## config.mk

```make
export PLATFORM = sky130hd
export DESIGN_NAME = spi_slave_regfile
export DESIGN_NICKNAME = d
export VERILOG_FILES = /design/src/rtl/spi_slave_regfile.sv
export SDC_FILE = /design/constraint.sdc
export NUM_CORES = 1
export LEC_CHECK = 0
export ABC_AREA = 1
export CORE_ASPECT_RATIO = 1.5
export CORE_MARGIN = 4
export CORE_UTILIZATION = 57
export DETAILED_ROUTE_END_ITERATION = 6
export GPL_TIMING_DRIVEN = 1
export MAX_ROUTING_LAYER = met4
export PLACE_DENSITY = 0.89
export SYNTH_ARGS = -nofsm -noshare
export SYNTH_HDL_FRONTEND = slang
export SYNTH_SLANG_ARGS = --single-unit
```

## constraint.sdc

```tcl
create_clock -name clk -period 8.4 [get_ports clk]
set_input_delay 1.68 -clock clk [delete_from_list [all_inputs] [get_ports clk]]
set_output_delay 1.68 -clock clk [all_outputs]
set_load 0.01 [all_outputs]
```

## src/rtl/spi_slave_regfile.sv

```systemverilog
// SPI slave register file: configurable CPOL/CPHA/bit order, auto-incrementing byte bursts.
// Optional write-notify outputs are enabled by defining SPI_SLAVE_WR_NOTIFY_EN.
module spi_slave_regfile #(
    parameter int REG_BYTES = 50,
    parameter int ADDR_BITS = 15,
    parameter int CPOL      = 1,
    parameter int CPHA      = 1,
    parameter int LSB_FIRST = 1
) (
    input  logic                   clk,
    input  logic                   rst_n,
    input  logic                   sck,
    input  logic                   cs,
    input  logic                   mosi,
    output logic                   miso,
    output logic [8*REG_BYTES-1:0] reg_bits,
    output logic                   active,
    output logic                   wr_valid,
    output logic [ADDR_BITS-1:0]   wr_addr,
    output logic [7:0]             wr_data
);

    // state  | meaning
    // IDLE   | cs high, everything cleared
    // HDR    | shifting address bits, then the R/W bit
    // RD     | shifting register bytes out on miso
    // WR     | shifting bytes in from mosi and committing them
    typedef enum logic [1:0] {S_IDLE, S_HDR, S_RD, S_WR} state_t;

    localparam int CNT_W = ($clog2(ADDR_BITS + 1) > 3) ? $clog2(ADDR_BITS + 1) : 3;
    localparam logic SCK_IDLE = (CPOL != 0);
    localparam logic SAMPLE_RISE = (CPOL == CPHA);
    localparam logic LSB = (LSB_FIRST != 0);
    localparam logic [ADDR_BITS-1:0] REG_BYTES_A = ADDR_BITS'(REG_BYTES);

    logic sck_s1_q, sck_s2_q, sck_s3_q;
    logic cs_s1_q, cs_s2_q;
    logic mosi_s1_q, mosi_s2_q;

    state_t               state_q, state_d;
    logic [CNT_W-1:0]     bit_cnt_q, bit_cnt_d;
    logic [ADDR_BITS-1:0] addr_q, addr_d;
    logic [7:0]           rx_q, rx_d;
    logic [7:0]           tx_q, tx_d;
    logic                 miso_q, miso_d;
    logic [8*REG_BYTES-1:0] reg_q;

    logic       sck_rise, sck_fall, sample_edge, shift_edge;
    logic       commit, in_range, commit_we;
    logic [7:0] rd_byte, cur_byte;

    always_ff @(posedge clk or negedge rst_n) begin
        if (!rst_n) begin
            sck_s1_q  <= SCK_IDLE;
            sck_s2_q  <= SCK_IDLE;
            sck_s3_q  <= SCK_IDLE;
            cs_s1_q   <= 1'b1;
            cs_s2_q   <= 1'b1;
            mosi_s1_q <= 1'b0;
            mosi_s2_q <= 1'b0;
        end else begin
            sck_s1_q  <= sck;
            sck_s2_q  <= sck_s1_q;
            sck_s3_q  <= sck_s2_q;
            cs_s1_q   <= cs;
            cs_s2_q   <= cs_s1_q;
            mosi_s1_q <= mosi;
            mosi_s2_q <= mosi_s1_q;
        end
    end

    assign sck_rise    = sck_s2_q & ~sck_s3_q;
    assign sck_fall    = ~sck_s2_q & sck_s3_q;
    assign sample_edge = SAMPLE_RISE ? sck_rise : sck_fall;
    assign shift_edge  = SAMPLE_RISE ? sck_fall : sck_rise;
    assign in_range    = (addr_q < REG_BYTES_A);
    assign commit_we   = commit & in_range;

    // Out-of-range addresses match no byte and read as zero.
    always_comb begin
        rd_byte = '0;
        for (int i = 0; i < REG_BYTES; i++) begin
            if (addr_q == ADDR_BITS'(i)) rd_byte = reg_q[8*i +: 8];
        end
    end

    always_comb begin
        state_d   = state_q;
        bit_cnt_d = bit_cnt_q;
        addr_d    = addr_q;
        rx_d      = rx_q;
        tx_d      = tx_q;
        miso_d    = (state_q == S_RD) ? miso_q : 1'b0;
        commit    = 1'b0;
        cur_byte  = '0;
        if (cs_s2_q) begin
            // CS high overrides any coincident SCK edge.
            state_d   = S_IDLE;
            bit_cnt_d = '0;
            addr_d    = '0;
            rx_d      = '0;
            tx_d      = '0;
            miso_d    = 1'b0;
        end else begin
            case (state_q)
                S_IDLE: state_d = S_HDR;
                S_HDR: begin
                    if (sample_edge) begin
                        if (bit_cnt_q == CNT_W'(ADDR_BITS)) begin
                            state_d   = mosi_s2_q ? S_RD : S_WR;
                            bit_cnt_d = '0;
                        end else begin
                            addr_d = LSB ? {mosi_s2_q, addr_q[ADDR_BITS-1:1]}
                                         : {addr_q[ADDR_BITS-2:0], mosi_s2_q};
                            bit_cnt_d = bit_cnt_q + CNT_W'(1);
                        end
                    end
                end
                S_RD: begin
                    if (shift_edge) begin
                        // Snapshot the byte on its first shift edge.
                        cur_byte = (bit_cnt_q == '0) ? rd_byte : tx_q;
                        miso_d   = LSB ? cur_byte[0] : cur_byte[7];
                        tx_d     = LSB ? (cur_byte >> 1) : (cur_byte << 1);
                        if (bit_cnt_q == CNT_W'(7)) begin
                            bit_cnt_d = '0;
                            addr_d    = addr_q + ADDR_BITS'(1);
                        end else begin
                            bit_cnt_d = bit_cnt_q + CNT_W'(1);
                        end
                    end
                end
                S_WR: begin
                    if (sample_edge) begin
                        rx_d = LSB ? {mosi_s2_q, rx_q[7:1]} : {rx_q[6:0], mosi_s2_q};
                        if (bit_cnt_q == CNT_W'(7)) begin
                            commit    = 1'b1;
                            bit_cnt_d = '0;
                            addr_d    = addr_q + ADDR_BITS'(1);
                        end else begin
                            bit_cnt_d = bit_cnt_q + CNT_W'(1);
                        end
                    end
                end
                default: state_d = S_IDLE;
            endcase
        end
    end

    always_ff @(posedge clk or negedge rst_n) begin
        if (!rst_n) begin
            state_q   <= S_IDLE;
            bit_cnt_q <= '0;
            addr_q    <= '0;
            rx_q      <= '0;
            tx_q      <= '0;
            miso_q    <= 1'b0;
            reg_q     <= '0;
        end else begin
            state_q   <= state_d;
            bit_cnt_q <= bit_cnt_d;
            addr_q    <= addr_d;
            rx_q      <= rx_d;
            tx_q      <= tx_d;
            miso_q    <= miso_d;
            for (int i = 0; i < REG_BYTES; i++) begin
                if (commit_we && addr_q == ADDR_BITS'(i)) reg_q[8*i +: 8] <= rx_d;
            end
        end
    end

    assign miso     = miso_q;
    assign reg_bits = reg_q;
    assign active   = ~cs_s2_q;

`ifdef SPI_SLAVE_WR_NOTIFY_EN
    logic                 wr_valid_q;
    logic [ADDR_BITS-1:0] wr_addr_q;
    logic [7:0]           wr_data_q;

    always_ff @(posedge clk or negedge rst_n) begin
        if (!rst_n) begin
            wr_valid_q <= 1'b0;
            wr_addr_q  <= '0;
            wr_data_q  <= '0;
        end else begin
            wr_valid_q <= commit_we;
            if (commit_we) begin
                wr_addr_q <= addr_q;
                wr_data_q <= rx_d;
            end
        end
    end

    assign wr_valid = wr_valid_q;
    assign wr_addr  = wr_addr_q;
    assign wr_data  = wr_data_q;
`else
    assign wr_valid = 1'b0;
    assign wr_addr  = '0;
    assign wr_data  = '0;
`endif

endmodule

```

==> summary.md <==
## Cells and area
- 24.7% — area growth from synthesis to final layout
- 4.15% — layout cell share with drive strength beyond 1
- 2935 — filler instances
- 27900 µm² — design area
- 3915 — Non-Filler Instances
- 3402 — NumNets Final
- 0 — number of antenna diodes

## Routing
- 7 — router iterations before antenna repair
- 79100 µm — wirelength, routed
- 22547 — vias after detailed routing
- 18 — DRC viols
- 0 — number of nets with antenna violations after routing
- 5.76 — post-detailed-route via-to-cell ratio
- 2438 — Iteration-0 DRC Markers
- 20.2 µm — Avg WL per Cell

## STA
- 0.0193 ns — setup skew after layout
- 0 — final number of setup-violating endpoints
- 0 — number of pins with negative max-slew slack in the final report
- 1.15 ns — slew of the pin with the lowest slew margin
- 0 — Hold Fails Final Rpt
- 0 ns — summed negative setup slack over all endpoints
- no — RSZ-0062 raised after global routing
- 5.64 ns — Tmin final
- 22.8% — worst slew margin relative to its limit
- 2.76 ns — fin worst setup slack
- 67.1% — part of the cycle the worst path needs
- 177 MHz — highest clock frequency the design can meet

## Floorplan
- 57.9% — Initial Util
- 170 µm — die width
- 251 µm — Die Y
- 42500 µm² — die outline area
- 431 — Boundary Pins
- 88 — Core Rows
- 38600 µm² — standard cell core area

## Pwr
- 0.0129 µW — static leakage
- 0.140 mV — peak supply drop
- 4240 µW — Final Total Pwr
- 152 nW/µm² — power density normalized to cell area

## Run status
- finished, violations left — outcome
- DRC — violations in the final reports

## Placement
- 56300 µm — DPL Wire Length
- 406 — total of buffers placed on input and output ports
- 3842 — placed insts
- 26600 µm² — Placed Area
- 1.02 — global placement routability congestion
- 2.88 ns — post-placement worst setup slack

## Logic synthesis
- 3063 — gate count of the mapped netlist
- 7.30 µm² — Avg Cell Area, Syn
- 1175 x nand2_1, 511 x o21ai_0, 439 x dfrtp_1 — leading cell types by count after synthesis
- 0 — Yosys warning total
- nand2_1 — library cell with the highest instance count after synthesis
- dfrtp_1 49%, nand2_1 20%, o21ai_0 11% — leading post-synthesis cells by cell area
- dfrtp_1 — cell accounting for the most synthesized area
- 49.7% — proportion of synthesized chip area in sequential cells
- 41 — Unique masters post-synth
- 444 — FF+latch count, synth
- 22400 µm² — synthesized area
- 0 — number of flops mapped to enable cells by yosys
- dfrtp_1 — most common flop cell mapped by yosys
- 100% — share of synthesized flip-flops with an asynchronous set or reset
- 49.1% — portion of synthesized cell area occupied by the leading cell type

## Global route
- 22000 — via count of the first global-routing pass
- 122000 µm — first-pass GRT wire length
- 0 — gr ovfl total
- 0 — number of antenna violations at the first check in global routing
- 37.5% — overall routing resource usage
- 171 — largest net degree at the start of global routing

## Worst setup path
- 8.85 ns — required time of the worst setup path
- simple AND/OR/NAND/NOR gates — CP top delay family
- register — Critical Path Start Type
- nand2_1 — Critical Path Most Common Cell
- register — capturing element type of the critical path
- 6.09 ns — data arrival time of the critical path
- dfrtp_1 — slowest cell on the critical path
- 2 — total buffers and inverters traversed by the critical path
- 26 — largest fanout on the critical path
- register to register — category of the most critical setup path
- 0.47 ns — Worst path max stage delay

## Worst hold path
- register to register — type of the worst min-delay path

## Flow run
- 0 — total of max-cap violations

## CTS
- 0 — hold buffer count at cts
- 0.57 ns — Clock Latency Late Sink
- 0 — # Post-CTS Setup Buffers
- 2 — depth of the CTS H-tree
- 0.06 ns — clock slew at reported path FFs
- done — TritonCTS clock tree
- 0 — number of cells upsized or downsized after cts
- clkbuf_16 — clock tree root driver cell
- 42 — TritonCTS Buffers
- 444 — number of clock sinks seen by CTS
- 3 — Max Buffers Root-to-Sink

worst reg2reg max path, delay by kind of cell (launching register included):
kind / cells / cell delay [ns]
AO/OA/AOI/OAI: 1 / 0.16
AND/OR/NAND/NOR: 63 / 4.75
flip-flops: 1 / 0.47
buffers and inverters: 2 / 0.17
per-layer routing:
layer / wire [µm] / vias to the layer above / GRT usage, %
met5: 0 / - / -
li1: - / 10214 / -
met2: 38400 / 1375 / 60.9
met3: 7280 / 383 / 7.70
met1: 28000 / 10575 / 42.8
met4: 5530 / 0 / 22.2
report_power, final:
part / internal [µW] / switching [µW]
clock network: 1090 / 841
logic: 31.9 / 125
registers: 2150 / 9.07
layout make-up:
type                            instances  area, µm²  share of cell area, %
Clock buffer                           59       1200                   4.29
Clock inverter                         14        160                  0.574
Inverter                              334       1250                   4.49
Multi-Input combinational cell       2149       9370                   33.6
Sequential cell                       444      11100                   39.8
Tap cell                              495        619                   2.22
Timing Repair Buffer                  420       4190                   15.0
sequential cells by signal, summed over array words and instances, names as in the netlist:
name       cells
cs_s2_q        1
miso           1
sck_s2_q       1
sck_s3_q       1
rx_q           8
state_q        2
tx_q           7
mosi_s2_q      1
sck_s1_q       1
reg_bits     400
addr_q        15
bit_cnt_q      4
cs_s1_q        1
mosi_s1_q      1
per-stage QoR:
step,util (%),hold slack (ns)
after detailed placement,68.7,0.340
after floorplan,-,0.331
after CTS,72.2,0.354
final,72.2,0.356
after global placement,68.7,0.339
after global routing,72.2,0.360
layout by cell type, fill, tap and decap left out, drive strengths merged:
| cell | instances |
|---|---|
| o41ai | 1 |
| a21oi | 68 |
| nand2 | 1178 |
| o21bai | 1 |
| o311ai | 1 |
| a32o | 2 |
| bufinv | 3 |
| buf | 15 |
| o211ai | 8 |
| o22ai | 9 |
| nand3 | 59 |
| ha | 6 |
| clkinvlp | 3 |
| a31oi | 2 |
| xor2 | 4 |
| nor3 | 16 |
| o21ai | 519 |
| inv | 324 |
| or2 | 33 |
| clkbuf | 59 |
| nor2 | 186 |
| nand3b | 5 |
| dfstp | 5 |
| conb | 24 |
| clkinv | 18 |
| o32ai | 1 |
| nand4 | 21 |
| dfrtp | 439 |
| nor4 | 2 |
| o21a | 3 |
| clkdlybuf4s50 | 405 |
cell families (layout without fill, tap and decap cells):
kind of cell / after synthesis / count (layout) / share of synthesized area [%]
compound gates: 615 / 615 / 14.1
xor+xnor: 4 / 4 / 0.157
fa+ha+maj: 6 / 6 / 0.336
buf+inv: 493 / 827 / 8.86
flops: 444 / 444 / 49.7
other cells: 1 / 24 / 0.0168
simple gates: 1500 / 1500 / 26.9
worst paths after layout:
check                                  startpoint                        end  slack, ns  cells past startpoint
min in group asynchronous                   rst_n  reg_bits[198]$_DFFE_PN0P_       1.22                      1
setup reg to reg           addr_q[10]$_DFFE_PN0P_        tx_q[5]$_DFFE_PN0P_       2.76                     66
setup / recovery           addr_q[10]$_DFFE_PN0P_        tx_q[5]$_DFFE_PN0P_       2.76                     66
hold / removal                  cs_s1_q$_DFF_PN1_          cs_s2_q$_DFF_PN1_       0.36                      0
max in group asynchronous                   rst_n   reg_bits[14]$_DFFE_PN0P_       5.56                      2
hold reg to reg                 cs_s1_q$_DFF_PN1_          cs_s2_q$_DFF_PN1_       0.36                      0
(Power assumes the default switching activity.)
